## src/rtl/fifo_wr_ptr_ctrl_if.sv

```systemverilog
// Write-port bundle of the dual-clock FIFO write-side controller.
// The producer drives wr_en and receives acceptance, the RAM address and the status flags.
interface fifo_wr_ptr_ctrl_if #(
    parameter int ADDR_WIDTH = 4
);
    logic                  wr_en;
    logic                  wr_accept;
    logic [ADDR_WIDTH-1:0] wr_addr;
    logic                  full;
    logic                  prog_full;
    logic [ADDR_WIDTH:0]   wr_count;
    logic                  overflow;

    modport master (
        output wr_en,
        input  wr_accept, wr_addr, full, prog_full, wr_count, overflow
    );

    modport slave (
        input  wr_en,
        output wr_accept, wr_addr, full, prog_full, wr_count, overflow
    );
endinterface

```

## src/rtl/fifo_wr_ptr_ctrl.sv

```systemverilog
// Write-domain pointer/status controller of the dual-clock FIFO: binary and Gray write
// pointer, read-pointer synchronizer, and full / prog_full / fill count / overflow flags.
module fifo_wr_ptr_ctrl #(
    parameter int ADDR_WIDTH       = 4,
    parameter int SYNC_STAGES      = 2,
    parameter int PROG_FULL_THRESH = 12
) (
    input  logic                  clk,
    input  logic                  rst_n,
    input  logic [ADDR_WIDTH:0]   rd_gray_async,
    output logic [ADDR_WIDTH:0]   wr_gray,
    fifo_wr_ptr_ctrl_if.slave     wr_if
);
    localparam int PW    = ADDR_WIDTH + 1;
    localparam int DEPTH = 2 ** ADDR_WIDTH;

    function automatic logic [ADDR_WIDTH:0] bin2gray(input logic [ADDR_WIDTH:0] b);
        return b ^ (b >> 1);
    endfunction

    function automatic logic [ADDR_WIDTH:0] gray2bin(input logic [ADDR_WIDTH:0] g);
        logic [ADDR_WIDTH:0] b;
        b[ADDR_WIDTH] = g[ADDR_WIDTH];
        for (int i = ADDR_WIDTH - 1; i >= 0; i--) begin
            b[i] = b[i+1] ^ g[i];
        end
        return b;
    endfunction

    logic [ADDR_WIDTH:0] sync_q [SYNC_STAGES];
    logic [ADDR_WIDTH:0] sync_d [SYNC_STAGES];

    logic [ADDR_WIDTH:0] wbin_q,  wbin_d;
    logic [ADDR_WIDTH:0] wgray_q, wgray_d;
    logic [ADDR_WIDTH:0] count_q, count_d;
    logic                full_q,  full_d;
    logic                prog_full_q, prog_full_d;
    logic                overflow_q,  overflow_d;
    logic [ADDR_WIDTH:0] rgray_s;
    logic [ADDR_WIDTH:0] rbin_s;
    logic                accept_s;

    // Plain shift chain for the read pointer; no logic between stages.
    always_comb begin
        sync_d[0] = rd_gray_async;
        for (int i = 1; i < SYNC_STAGES; i++) begin
            sync_d[i] = sync_q[i-1];
        end
    end

    // Synchronizer flops.
    always_ff @(posedge clk or negedge rst_n) begin
        if (!rst_n) begin
            for (int i = 0; i < SYNC_STAGES; i++) begin
                sync_q[i] <= {PW{1'b0}};
            end
        end else begin
            for (int i = 0; i < SYNC_STAGES; i++) begin
                sync_q[i] <= sync_d[i];
            end
        end
    end

    // Next pointer and status; rst_n gates acceptance so the RAM never writes during reset.
    always_comb begin
        rgray_s     = sync_q[SYNC_STAGES-1];
        rbin_s      = gray2bin(rgray_s);
        accept_s    = wr_if.wr_en & ~full_q & rst_n;
        wbin_d      = wbin_q + {{ADDR_WIDTH{1'b0}}, accept_s};
        wgray_d     = bin2gray(wbin_d);
        count_d     = wbin_d - rbin_s;
        full_d      = (count_d == PW'(DEPTH));
        prog_full_d = (count_d >= PW'(PROG_FULL_THRESH));
        overflow_d  = wr_if.wr_en & full_q;
    end

    // Pointer and flag registers.
    always_ff @(posedge clk or negedge rst_n) begin
        if (!rst_n) begin
            wbin_q      <= {PW{1'b0}};
            wgray_q     <= {PW{1'b0}};
            count_q     <= {PW{1'b0}};
            full_q      <= 1'b0;
            prog_full_q <= 1'b0;
            overflow_q  <= 1'b0;
        end else begin
            wbin_q      <= wbin_d;
            wgray_q     <= wgray_d;
            count_q     <= count_d;
            full_q      <= full_d;
            prog_full_q <= prog_full_d;
            overflow_q  <= overflow_d;
        end
    end

    assign wr_gray         = wgray_q;
    assign wr_if.wr_accept = accept_s;
    assign wr_if.wr_addr   = wbin_q[ADDR_WIDTH-1:0];
    assign wr_if.full      = full_q;
    assign wr_if.prog_full = prog_full_q;
    assign wr_if.wr_count  = count_q;
    assign wr_if.overflow  = overflow_q;
endmodule

```

## src/flat_wrapper.sv

```systemverilog
// flat-port wrapper written by rule: the top's interface ports become plain ports
module fifo_wr_ptr_ctrl_flat 
#(
    parameter int ADDR_WIDTH       = 4,
    parameter int SYNC_STAGES      = 2,
    parameter int PROG_FULL_THRESH = 12
)
  (clk, rst_n, rd_gray_async, wr_gray, wr_if_wr_en, wr_if_wr_accept, wr_if_wr_addr, wr_if_full, wr_if_prog_full, wr_if_wr_count, wr_if_overflow);
  fifo_wr_ptr_ctrl_if #(.ADDR_WIDTH(ADDR_WIDTH)) wr_if_i ();
  input  logic clk;
  input  logic rst_n;
  input  logic [ADDR_WIDTH:0] rd_gray_async;
  output logic [ADDR_WIDTH:0] wr_gray;
  input wire logic [$bits(wr_if_i.wr_en)-1:0] wr_if_wr_en;
  output wire logic [$bits(wr_if_i.wr_accept)-1:0] wr_if_wr_accept;
  output wire logic [$bits(wr_if_i.wr_addr)-1:0] wr_if_wr_addr;
  output wire logic [$bits(wr_if_i.full)-1:0] wr_if_full;
  output wire logic [$bits(wr_if_i.prog_full)-1:0] wr_if_prog_full;
  output wire logic [$bits(wr_if_i.wr_count)-1:0] wr_if_wr_count;
  output wire logic [$bits(wr_if_i.overflow)-1:0] wr_if_overflow;
  assign wr_if_i.wr_en = wr_if_wr_en;
  assign wr_if_wr_accept = wr_if_i.wr_accept;
  assign wr_if_wr_addr = wr_if_i.wr_addr;
  assign wr_if_full = wr_if_i.full;
  assign wr_if_prog_full = wr_if_i.prog_full;
  assign wr_if_wr_count = wr_if_i.wr_count;
  assign wr_if_overflow = wr_if_i.overflow;
  fifo_wr_ptr_ctrl #(.ADDR_WIDTH(ADDR_WIDTH), .SYNC_STAGES(SYNC_STAGES), .PROG_FULL_THRESH(PROG_FULL_THRESH)) u_core (.clk(clk), .rst_n(rst_n), .rd_gray_async(rd_gray_async), .wr_gray(wr_gray), .wr_if(wr_if_i));
endmodule
```

## config.mk

```make
export PLATFORM = sky130hd
export DESIGN_NAME = fifo_wr_ptr_ctrl_flat
export DESIGN_NICKNAME = d
export VERILOG_FILES = /design/src/rtl/fifo_wr_ptr_ctrl_if.sv /design/src/rtl/fifo_wr_ptr_ctrl.sv /design/src/flat_wrapper.sv
export SDC_FILE = /design/constraint.sdc
export NUM_CORES = 1
export LEC_CHECK = 0
export ABC_AREA = 1
export ABC_CLOCK_PERIOD_IN_PS = 6100
export CAP_MARGIN = 15
export CORE_MARGIN = 2
export CORE_UTILIZATION = 51
export DETAILED_ROUTE_END_ITERATION = 7
export GPL_TIMING_DRIVEN = 0
export PLACE_DENSITY = 0.92
export SYNTH_ARGS = -nofsm -noshare
export SYNTH_HDL_FRONTEND = slang
export SYNTH_SLANG_ARGS = --single-unit
```

## constraint.sdc

```tcl
create_clock -name clk -period 6.1 [get_ports clk]
set_input_delay 0.61 -clock clk [delete_from_list [all_inputs] [get_ports clk]]
set_output_delay 0.61 -clock clk [all_outputs]
set_load 0.005 [all_outputs]
```

==> summary.md, run 1 <==
| Metric | Value |
|---|---|
| Status | completed |
| Worst-Margin Slew | 0.632 ns |
| Die H | 51.5 um |
| Clock transition at the registers of the reported paths | 0.12 ns |
| Relative max-transition margin | 57.7% |
| PD cells | 469 mW/mm^2 |
| Place WS | 2.11 ns |
| Setup CP Type | in -> reg |
| Slew Viols, Final | 0 |
| Critical path's slowest cell | clkdlybuf4s50_1 |
| Final HPWL DP | 1.35 mm |
| CTS Sinks | 27 |
| Via count of the routed design | 791 |
| Pre-antenna DRT Iters | 4 |
| Post-Syn Area | 0.00115 mm^2 |
| Worst-path cell chain | clkdlybuf4s50_1, nand2_1, nor2_1, ha_1, ha_1, inv_1, nand3_1, nand2_1, inv_1, ha_1, or2_2, nor2_1, nand3_1, nor2_1 |
| Sequential share of power | 38.6% |
| Final Util | 68.1% |
| Tcrit/Tclk final | 52.9% |
| Num rows | 17 |
| Die Wd | 51.5 um |
| # hold bufs at CTS | 0 |
| Arrival time at the worst endpoint | 3.48 ns |
| Core area | 0.00217 mm^2 |
| Synth top area share | 58.8% |
| Wire per inst | 10.3 um |
| Remaining antenna violation count | 0 |
| Post-cts sizing count | 0 |
| Element type at the critical path end | register |
| TritonCTS Buffers | 3 |
| Final Hold Viols | 0 |
| Period minus WS final | 3.23 ns |
| First-pass GRT wire length | 3.03 mm |
| Leakage | 0.752 nW |
| Clock root cell | clkbuf_4 |
| Max Fclk | 310 MHz |
| Setup WS post-layout | 2.87 ns |
| RSZ-0062 raised after global routing | false |
| Tot Pwr | 0.692 mW |
| Total gr overflow | 0 |
| Fillers | 181 |
| P_int | 0.451 mW |
| Placer Congestion | 0.732 |
| Final TNS setup | 0 ns |
| Syn Nets | 120 |
| H-tree depth | 1 |
| CP Max Fanout | 15 |
| Worst min path class | reg -> reg |
| Starting DRT DRC Count | 9 |
| Largest net degree at the start of global routing | 29 |
| IO Port Bufs | 25 |
| Number of setup violations in the final report | 0 |
| TritonCTS clock tree | built |
| P&R area growth vs syn | 28.4% |
| Total GRT Usage | 15.9% |
| Nets | 151 |
| Top cells by area, synth | dfrtp_1, nand2_1, ha_1, inv_1, nand3_1 |
| Initial Util | 53.0% |
| Vias in the first global route | 791 |
| Worst path max stage delay | 0.87 ns |
| Total I/O pin count | 26 |
| Ant diodes | 0 |
| Sw Ratio | 34.9% |
| Layout cell share with drive strength beyond 1 | 14.6% |
| Logic pwr share | 51.3% |
| Avg Cell Area, Syn | 10.7 um^2 |
| NetSw | 0.242 mW |
| Synth Instances | 107 |
| Seq. cell area | 676 um^2 |
| CP bufs+invs | 3 |
| Distinct cell type count after synthesis | 15 |
| Setup Buffers After CTS | 0 |
| Seq/Total Area, Yosys | 58.8% |
| Skew final | 0.00113 ns |
| CTS Buffer Depth | 2 |
| Top cell family by delay on the critical path | buffers and inverters |
| DRC | 0 |
| WL final | 1.70 mm |
| Crit start category | input port |
| Hold_ws | 0.360 ns |
| Maximum vdd drop | 0.283 mV |
| Multi-input logic area | 407 um^2 |
| Total number of yosys warnings | 0 |
| Die ar. | 0.00265 mm^2 |
| Req. time, crit path | 6.35 ns |
| Max_cap viols | 0 |
| Antenna violations before repair | 0 |
| Synth area leader | dfrtp_1 |
| Yosys reg bits | 27 |
| Via density | 4.79 |
| Clock latency on the worst-skew pair | 0.31 ns |
| Clock power share | 10.1% |
[worst register-to-register path: cells and delay by family (launching register included)]
family | cells | cell delay, ns
DFF | 1 | 0.41
buffers and inverters | 2 | 0.17
adders and majority gates | 3 | 0.81
and+or+nand+nor | 7 | 0.91
[cell usage after synthesis, drive strengths merged]
master and count:
o21bai 1, xnor2 3, dfrtp 27, xor2 6
ha 5, nand2 27, inv 18, nand3 15
or2 1, nor2 4
[path summary, 6_finish.rpt]
check                                  start                end  slack, ns  cells past startpoint
setup reg to reg           u_core.wr_if.full  u_core.wr_if.full       3.75                     12
max in group asynchronous              rst_n  u_core.rgray_s[1]       4.91                      2
hold / removal              u_core.sync_d[4]  u_core.rgray_s[4]       0.36                      0
hold reg to reg             u_core.sync_d[4]  u_core.rgray_s[4]       0.36                      0
setup / recovery                       rst_n  u_core.wr_if.full       2.87                     14
min in group asynchronous              rst_n  u_core.wr_gray[0]       0.68                      1
[area by class of cell]
type,instances,area share (%)
clock buffers,4,1.78
inverters,18,4.58
multi-input cells,62,27.5
flip-flops and latches,27,45.8
well taps,28,2.37
repair buffers,26,18.0
[cell usage in the layout, fill, tap and decap left out, drive strengths merged]
cell	Yosys	layout
buf	0	1
o21bai	1	1
or2	1	1
xnor2	3	3
inv	18	18
nand2	27	27
nand3	15	15
nor2	4	4
clkbuf	0	4
clkdlybuf4s50	0	25
dfrtp	27	27
ha	5	5
xor2	6	6
[layer usage]
| layer | vias up | part of all wire, % | wire length (um) | GRT usage [%] |
|---|---|---|---|---|
| met5 | - | 0 | 0 | 0 |
| met4 | 0 | 2.7 | 46 | 9.21 |
| met3 | 4 | 5.1 | 86 | 2.63 |
| met2 | 27 | 51 | 863 | 29.5 |
| met1 | 371 | 41 | 699 | 16.5 |
| li1 | 389 | - | - | - |
[sequential cells by signal, indices dropped and copies added, names as in the netlist]
name,cells
u_core.rgray_s,5
u_core.sync_d,5
u_core.wbin_q,5
u_core.wr_gray,4
u_core.wr_if.full,1
u_core.wr_if.overflow,1
u_core.wr_if.prog_full,1
u_core.wr_if.wr_count,5
[power by group through the flow]
stage               combinational [mW]  clock [mW]  sequential, mW
CTS                              0.360      0.0733           0.267
global route                     0.403      0.0820           0.274
global placement                 0.346           0           0.268
detailed placement               0.357           0           0.272
finish                           0.355      0.0699           0.267
floorplan                        0.197           0           0.277
[kinds of logic after synthesis]
family	after synthesis	synth area share, %
simple gates	47	21.1
buf+inv	18	5.88
fa+ha+maj	5	5.44
flops	27	58.8
xor+xnor	9	8.16
compound gates	1	0.653
[stage by stage]
step,cell area [um^2],cells
detailed placement,1440,160
floorplan,1150,107
global placement,1440,160
CTS,1460,164
global route,1480,165
finish,1480,165
No activity file was read; power rests on OpenSTA's default activity.
==> run 2, diff against run 1 <==
- ABC_CLOCK_PERIOD_IN_PS: 6100 -> 2900
- CORE_UTILIZATION: 51 -> 44
- PLACE_DENSITY: 0.92 -> 0.85
- clock period: 6.1 -> 2.9 ns (I/O delays scaled with it)
==> run 2 against run 1 <==
  * Critical path depth increased by 1
  * Clock power increased by 130%
  * Final cell count increased by 1.8%
  * Hold slack improved by 0.0036 ns
  * Combinational power increased by 110%
  * Utilization decreased by 7.9 points
  * Clock skew increased by 0.0051 ns
  * Global-route usage decreased by 2.0 points
  * Sequential power increased by 110%
  * Sequential share of layout area decreased by 0.38 points
  * Largest power group unchanged
  * Highest routed layer unchanged
==> summary.md, run 2 (synthesis gave the netlist of run 1 again) <==
| Metric | Value |
|---|---|
| Clock root cell | clkbuf_4 |
| Relative max-transition margin | 71.1% |
| CTS Sinks | 27 |
| Pre-antenna DRT Iters | 4 |
| TritonCTS clock tree | built |
| Tcrit/Tclk final | 89.7% |
| Final HPWL DP | 1.40 mm |
| Layout cell share with drive strength beyond 1 | 15.2% |
| Antenna violations before repair | 0 |
| Cell Count Post-Placement | 162 |
| Skew final | 0.00625 ns |
| Nets | 152 |
| Final instance area | 0.00149 mm^2 |
| Setup CP Type | in -> reg |
| Largest net degree at the start of global routing | 29 |
| Number of setup violations in the final report | 0 |
| Period minus WS final | 2.60 ns |
| Die Wd | 55.1 um |
| Most common cell after layout, fill and taps aside | dfrtp_1 |
| TritonCTS Buffers | 3 |
| Ant diodes | 0 |
| Logic pwr share | 51.2% |
| Clock latency on the worst-skew pair | 0.33 ns |
| Die ar. | 0.00304 mm^2 |
| First-pass GRT wire length | 2.82 mm |
| Remaining antenna violation count | 0 |
| Element type at the critical path end | register |
| Setup WS post-layout | 0.300 ns |
| Starting DRT DRC Count | 4 |
| Sw Ratio | 35.6% |
| Final Hold Viols | 0 |
| Most frequent cells in the layout | dfrtp_1, clkdlybuf4s50_1, nand2_1 |
| Layout Cells excl Fill | 168 |
| Wire per inst | 10.9 um |
| H-tree depth | 1 |
| Via density | 4.62 |
| Total GRT Usage | 13.9% |
| Tot Pwr | 1.48 mW |
| Max_cap viols | 0 |
| Leakage | 0.758 nW |
| NetSw | 0.526 mW |
| Total gr overflow | 0 |
| Vias in the first global route | 728 |
| Crit start category | input port |
| Seq. cell area | 676 um^2 |
| Total I/O pin count | 26 |
| CP Max Fanout | 4 |
| Hold_ws | 0.364 ns |
| Initial Util | 46.4% |
| WL final | 1.83 mm |
| P&R area growth vs syn | 29.5% |
| Final Util | 60.1% |
| Arrival time at the worst endpoint | 2.87 ns |
| Clock power share | 10.8% |
| PD cells | 992 mW/mm^2 |
| CTS Buffer Depth | 2 |
| Worst-Margin Slew | 0.431 ns |
| Multi-input logic area | 407 um^2 |
| RSZ-0062 raised after global routing | false |
| Worst min path class | reg -> reg |
| Max Fclk | 385 MHz |
| Place WS | -0.792 ns |
| Sequential share of power | 38.0% |
| Via count of the routed design | 776 |
| Slew Viols, Final | 0 |
| Num rows | 18 |
| Req. time, crit path | 3.17 ns |
| Fillers | 208 |
| IO Port Bufs | 25 |
| Placer Congestion | 0.752 |
| Maximum vdd drop | 0.581 mV |
| Clock transition at the registers of the reported paths | 0.13 ns |
| Area after DPL | 0.00144 mm^2 |
| Core area | 0.00248 mm^2 |
| Die H | 55.1 um |
| DRC | 0 |
| Status | completed |
| Final TNS setup | 0 ns |
| P_int | 0.952 mW |
run 2: final timing paths:
path	from	endpoint	cells after the start	slack [ns]
worst max-delay path	rst_n	u_core.wr_if.full	15	0.30
worst min-delay path	u_core.sync_d[3]	u_core.rgray_s[3]	0	0.36
worst max register to register	u_core.wr_if.full	u_core.wr_if.full	12	0.55
worst min register to register	u_core.sync_d[3]	u_core.rgray_s[3]	0	0.36
max in group asynchronous	rst_n	u_core.wr_if.wr_count[0]	3	2.31
min in group asynchronous	rst_n	u_core.wbin_q[1]	3	0.44
run 2: layer usage:
| layer | vias to the layer above | part of all wire [%] | GRT usage [%] |
|---|---|---|---|
| met1 | 356 | 41 | 13.1 |
| met5 | - | 0 | 0 |
| met3 | 5 | 5.4 | 2.42 |
| met4 | 0 | 2.5 | 9.76 |
| li1 | 393 | - | - |
| met2 | 22 | 51 | 26.6 |
run 2: repair_timing:
item | CTS | global route
endpoints found under the setup margin | 4 | 1
hold endpoints to repair | 0 | 27
resized for setup | 3 | 2
setup buffers | 0 | 0
hold buffers | 0 | 2
run 2: power groups by stage:
stage	logic, mW	clock network [mW]	registers (mW)
3_5_place_dp	0.756	0	0.573
3_3_place_gp	0.731	0	0.563
2_1_floorplan	0.415	0	0.582
6_report	0.756	0.159	0.562
5_1_grt	0.853	0.177	0.576
4_1_cts	0.764	0.166	0.564
run 2: worst max-delay path: stages:
cell and delay (ns):
dlygate4sd3_1 0.53, buf_2 0.15, nand2_1 0.06, nor2_1 0.05, ha_1 0.20, ha_1 0.38
inv_1 0.13, nand3_1 0.10, nand2_1 0.08, inv_1 0.04, ha_1 0.30, or2_2 0.31
nor2_1 0.11, nand3_1 0.07, nor2_1 0.08
run 2: area by class of cell:
type / count / share of cell area, %
sequential: 27 / 45.4
inverter: 18 / 4.54
multi-input combinational: 62 / 27.3
tap: 30 / 2.52
clock buffer: 4 / 1.76
timing repair buffer: 27 / 18.5
==> run 3, diff against run 2 <==
- CORE_ASPECT_RATIO: default -> 1.25
- CORE_MARGIN: 2 -> 3
==> run 3 against run 2 <==
  * Power fell by 0.71%
  * Cell area fell by 1.2%
  * Sequential share of layout area rose by 0.54 points
  * Setup slack improved by 0.044 ns
  * Global-route usage fell by 1.3 points
  * Die area rose by 7.5%
  * Register-to-register slack improved by 0.03 ns
  * Wire length fell by 6.7%
==> summary.md, run 3 (synthesis gave the netlist of run 1 again) <==
| Metric | Value |
|---|---|
| Worst-Margin Slew | 0.606 ns |
| Antenna violations before repair | 0 |
| DRC | 0 |
| Layout cell share with drive strength beyond 1 | 15.4% |
| Req. time, crit path | 3.17 ns |
| Total I/O pin count | 26 |
| Setup CP Type | in -> reg |
| Nets | 150 |
| Via count of the routed design | 777 |
| Clock root cell | clkbuf_4 |
| Setup Buffers After CTS | 0 |
| Ant diodes | 0 |
| WL final | 1.70 mm |
| Starting DRT DRC Count | 10 |
| Core area | 0.00245 mm^2 |
| Multi-input logic area | 407 um^2 |
| TritonCTS Buffers | 3 |
| Setup WS post-layout | 0.344 ns |
| Remaining antenna violation count | 0 |
| P&R area growth vs syn | 28.0% |
| Leakage | 0.744 nW |
| Reg2Reg Depth | 12 |
| Arrival time at the worst endpoint | 2.82 ns |
| Wire per inst | 10.1 um |
| CP Max Fanout | 28 |
| Most common cell after layout, fill and taps aside | dfrtp_1 |
| Seq. cell area | 676 um^2 |
| Die H | 63.2 um |
| First-pass GRT wire length | 3.08 mm |
| IO Port Bufs | 25 |
| Period minus WS final | 2.56 ns |
| Num rows | 20 |
| RSZ-0062 raised after global routing | false |
| Number of setup violations in the final report | 0 |
| Die Wd | 51.7 um |
| Clock latency on the worst-skew pair | 0.33 ns |
| Slew Viols, Final | 0 |
| Hold_ws | 0.0389 ns |
| Skew final | 0.0101 ns |
| CTS Sinks | 27 |
| Crit start category | input port |
| Die ar. | 0.00327 mm^2 |
| Final instance area | 0.00147 mm^2 |
| PD cells | 997 mW/mm^2 |
| Maximum vdd drop | 0.496 mV |
| # hold bufs at CTS | 0 |
| Tcrit/Tclk final | 88.1% |
| CTS Buffer Depth | 2 |
| Placer Congestion | 0.773 |
| Element type at the critical path end | register |
| Total GRT Usage | 12.6% |
| Most frequent cells in the layout | dfrtp_1, clkdlybuf4s50_1, nand2_1 |
| TritonCTS clock tree | built |
| Final Hold Viols | 0 |
| Pre-antenna DRT Iters | 2 |
| Max Fclk | 391 MHz |
| Fillers | 218 |
| Worst min path class | in -> async |
| Largest net degree at the start of global routing | 29 |
| Max_cap viols | 0 |
| Relative max-transition margin | 59.6% |
| Via density | 4.60 |
| Area after DPL | 0.00144 mm^2 |
| Total gr overflow | 0 |
| Place WS | -0.777 ns |
| Final HPWL DP | 1.39 mm |
| Clock transition at the registers of the reported paths | 0.14 ns |
| H-tree depth | 1 |
| Vias in the first global route | 743 |
| Status | completed |
| Initial Util | 46.9% |
==> run 3: cell types whose count changed in the layout (fill, tap and decap cells not counted), sizes merged <==
cell	change
clkdlybuf4s18	+1
clkbuf	-1
buf	-2
clkinvlp	+1
dlygate4sd3	-1
==> run 3: worst paths after layout <==
kind	from	end	slack, ns
setup / recovery	rst_n	u_core.wr_if.full	0.34
hold / removal	rst_n	u_core.wr_gray[3]	0.04
setup reg to reg	u_core.wr_if.full	u_core.wr_if.full	0.58
hold reg to reg	u_core.sync_d[0]	u_core.rgray_s[0]	0.36
max in group asynchronous	rst_n	u_core.wr_if.wr_count[1]	2.46
min in group clk	u_core.sync_d[0]	u_core.rgray_s[0]	0.36
==> run 3: cell type report <==
| type | instances | share of cell area, % |
|---|---|---|
| flip-flops and latches | 27 | 45.9 |
| multi-input cells | 62 | 27.6 |
| repair buffers | 25 | 17.0 |
| inverters | 18 | 4.59 |
| well taps | 33 | 2.81 |
| clock buffers | 3 | 1.53 |
| clock inverters | 1 | 0.510 |
==> run 3: per-stage QoR <==
step,power (mW),cells,util [%],setup TNS (ns)
floorplan,0.998,107,-,0
global placement,1.30,165,58.8,-2.62
detailed placement,1.33,165,58.8,-3.20
CTS,1.49,169,60.1,0
global route,1.60,169,60.0,0
finish,1.47,169,60.0,0
==> run 3: routing by layer <==
metal / share of wire [%] / GRT usage (%) / vias up
li1: - / - / 385
met1: 37 / 13.4 / 365
met2: 54 / 22.3 / 22
met3: 5.0 / 2.13 / 5
met4: 3.3 / 7.87 / 0
met5: 0 / 0 / -
==> run 3: timing repair <==
item	CTS	global route
gates cloned	0	0
resized for setup	3	1
endpoints found under the setup margin	5	1
pin swaps	0	0
==> run 3: where the power goes <==
part	internal [mW]	switching, mW	total (mW)	leakage, nW
registers	0.503	0.0545	0.558	0.321
clock network	0.0529	0.107	0.160	0.0139
logic	0.389	0.360	0.749	0.409
total	0.945	0.522	1.47	0.744
==> run 3: critical path, stage by stage <==
cell	delay, ns
clkdlybuf4s18_2	0.58
nand2_1	0.11
nor2_1	0.15
ha_1	0.20
ha_1	0.30
inv_1	0.12
nand3_1	0.10
nand2_1	0.08
inv_1	0.04
ha_1	0.29
or2_2	0.30
nor2_1	0.10
nand3_1	0.07
nor2_1	0.08
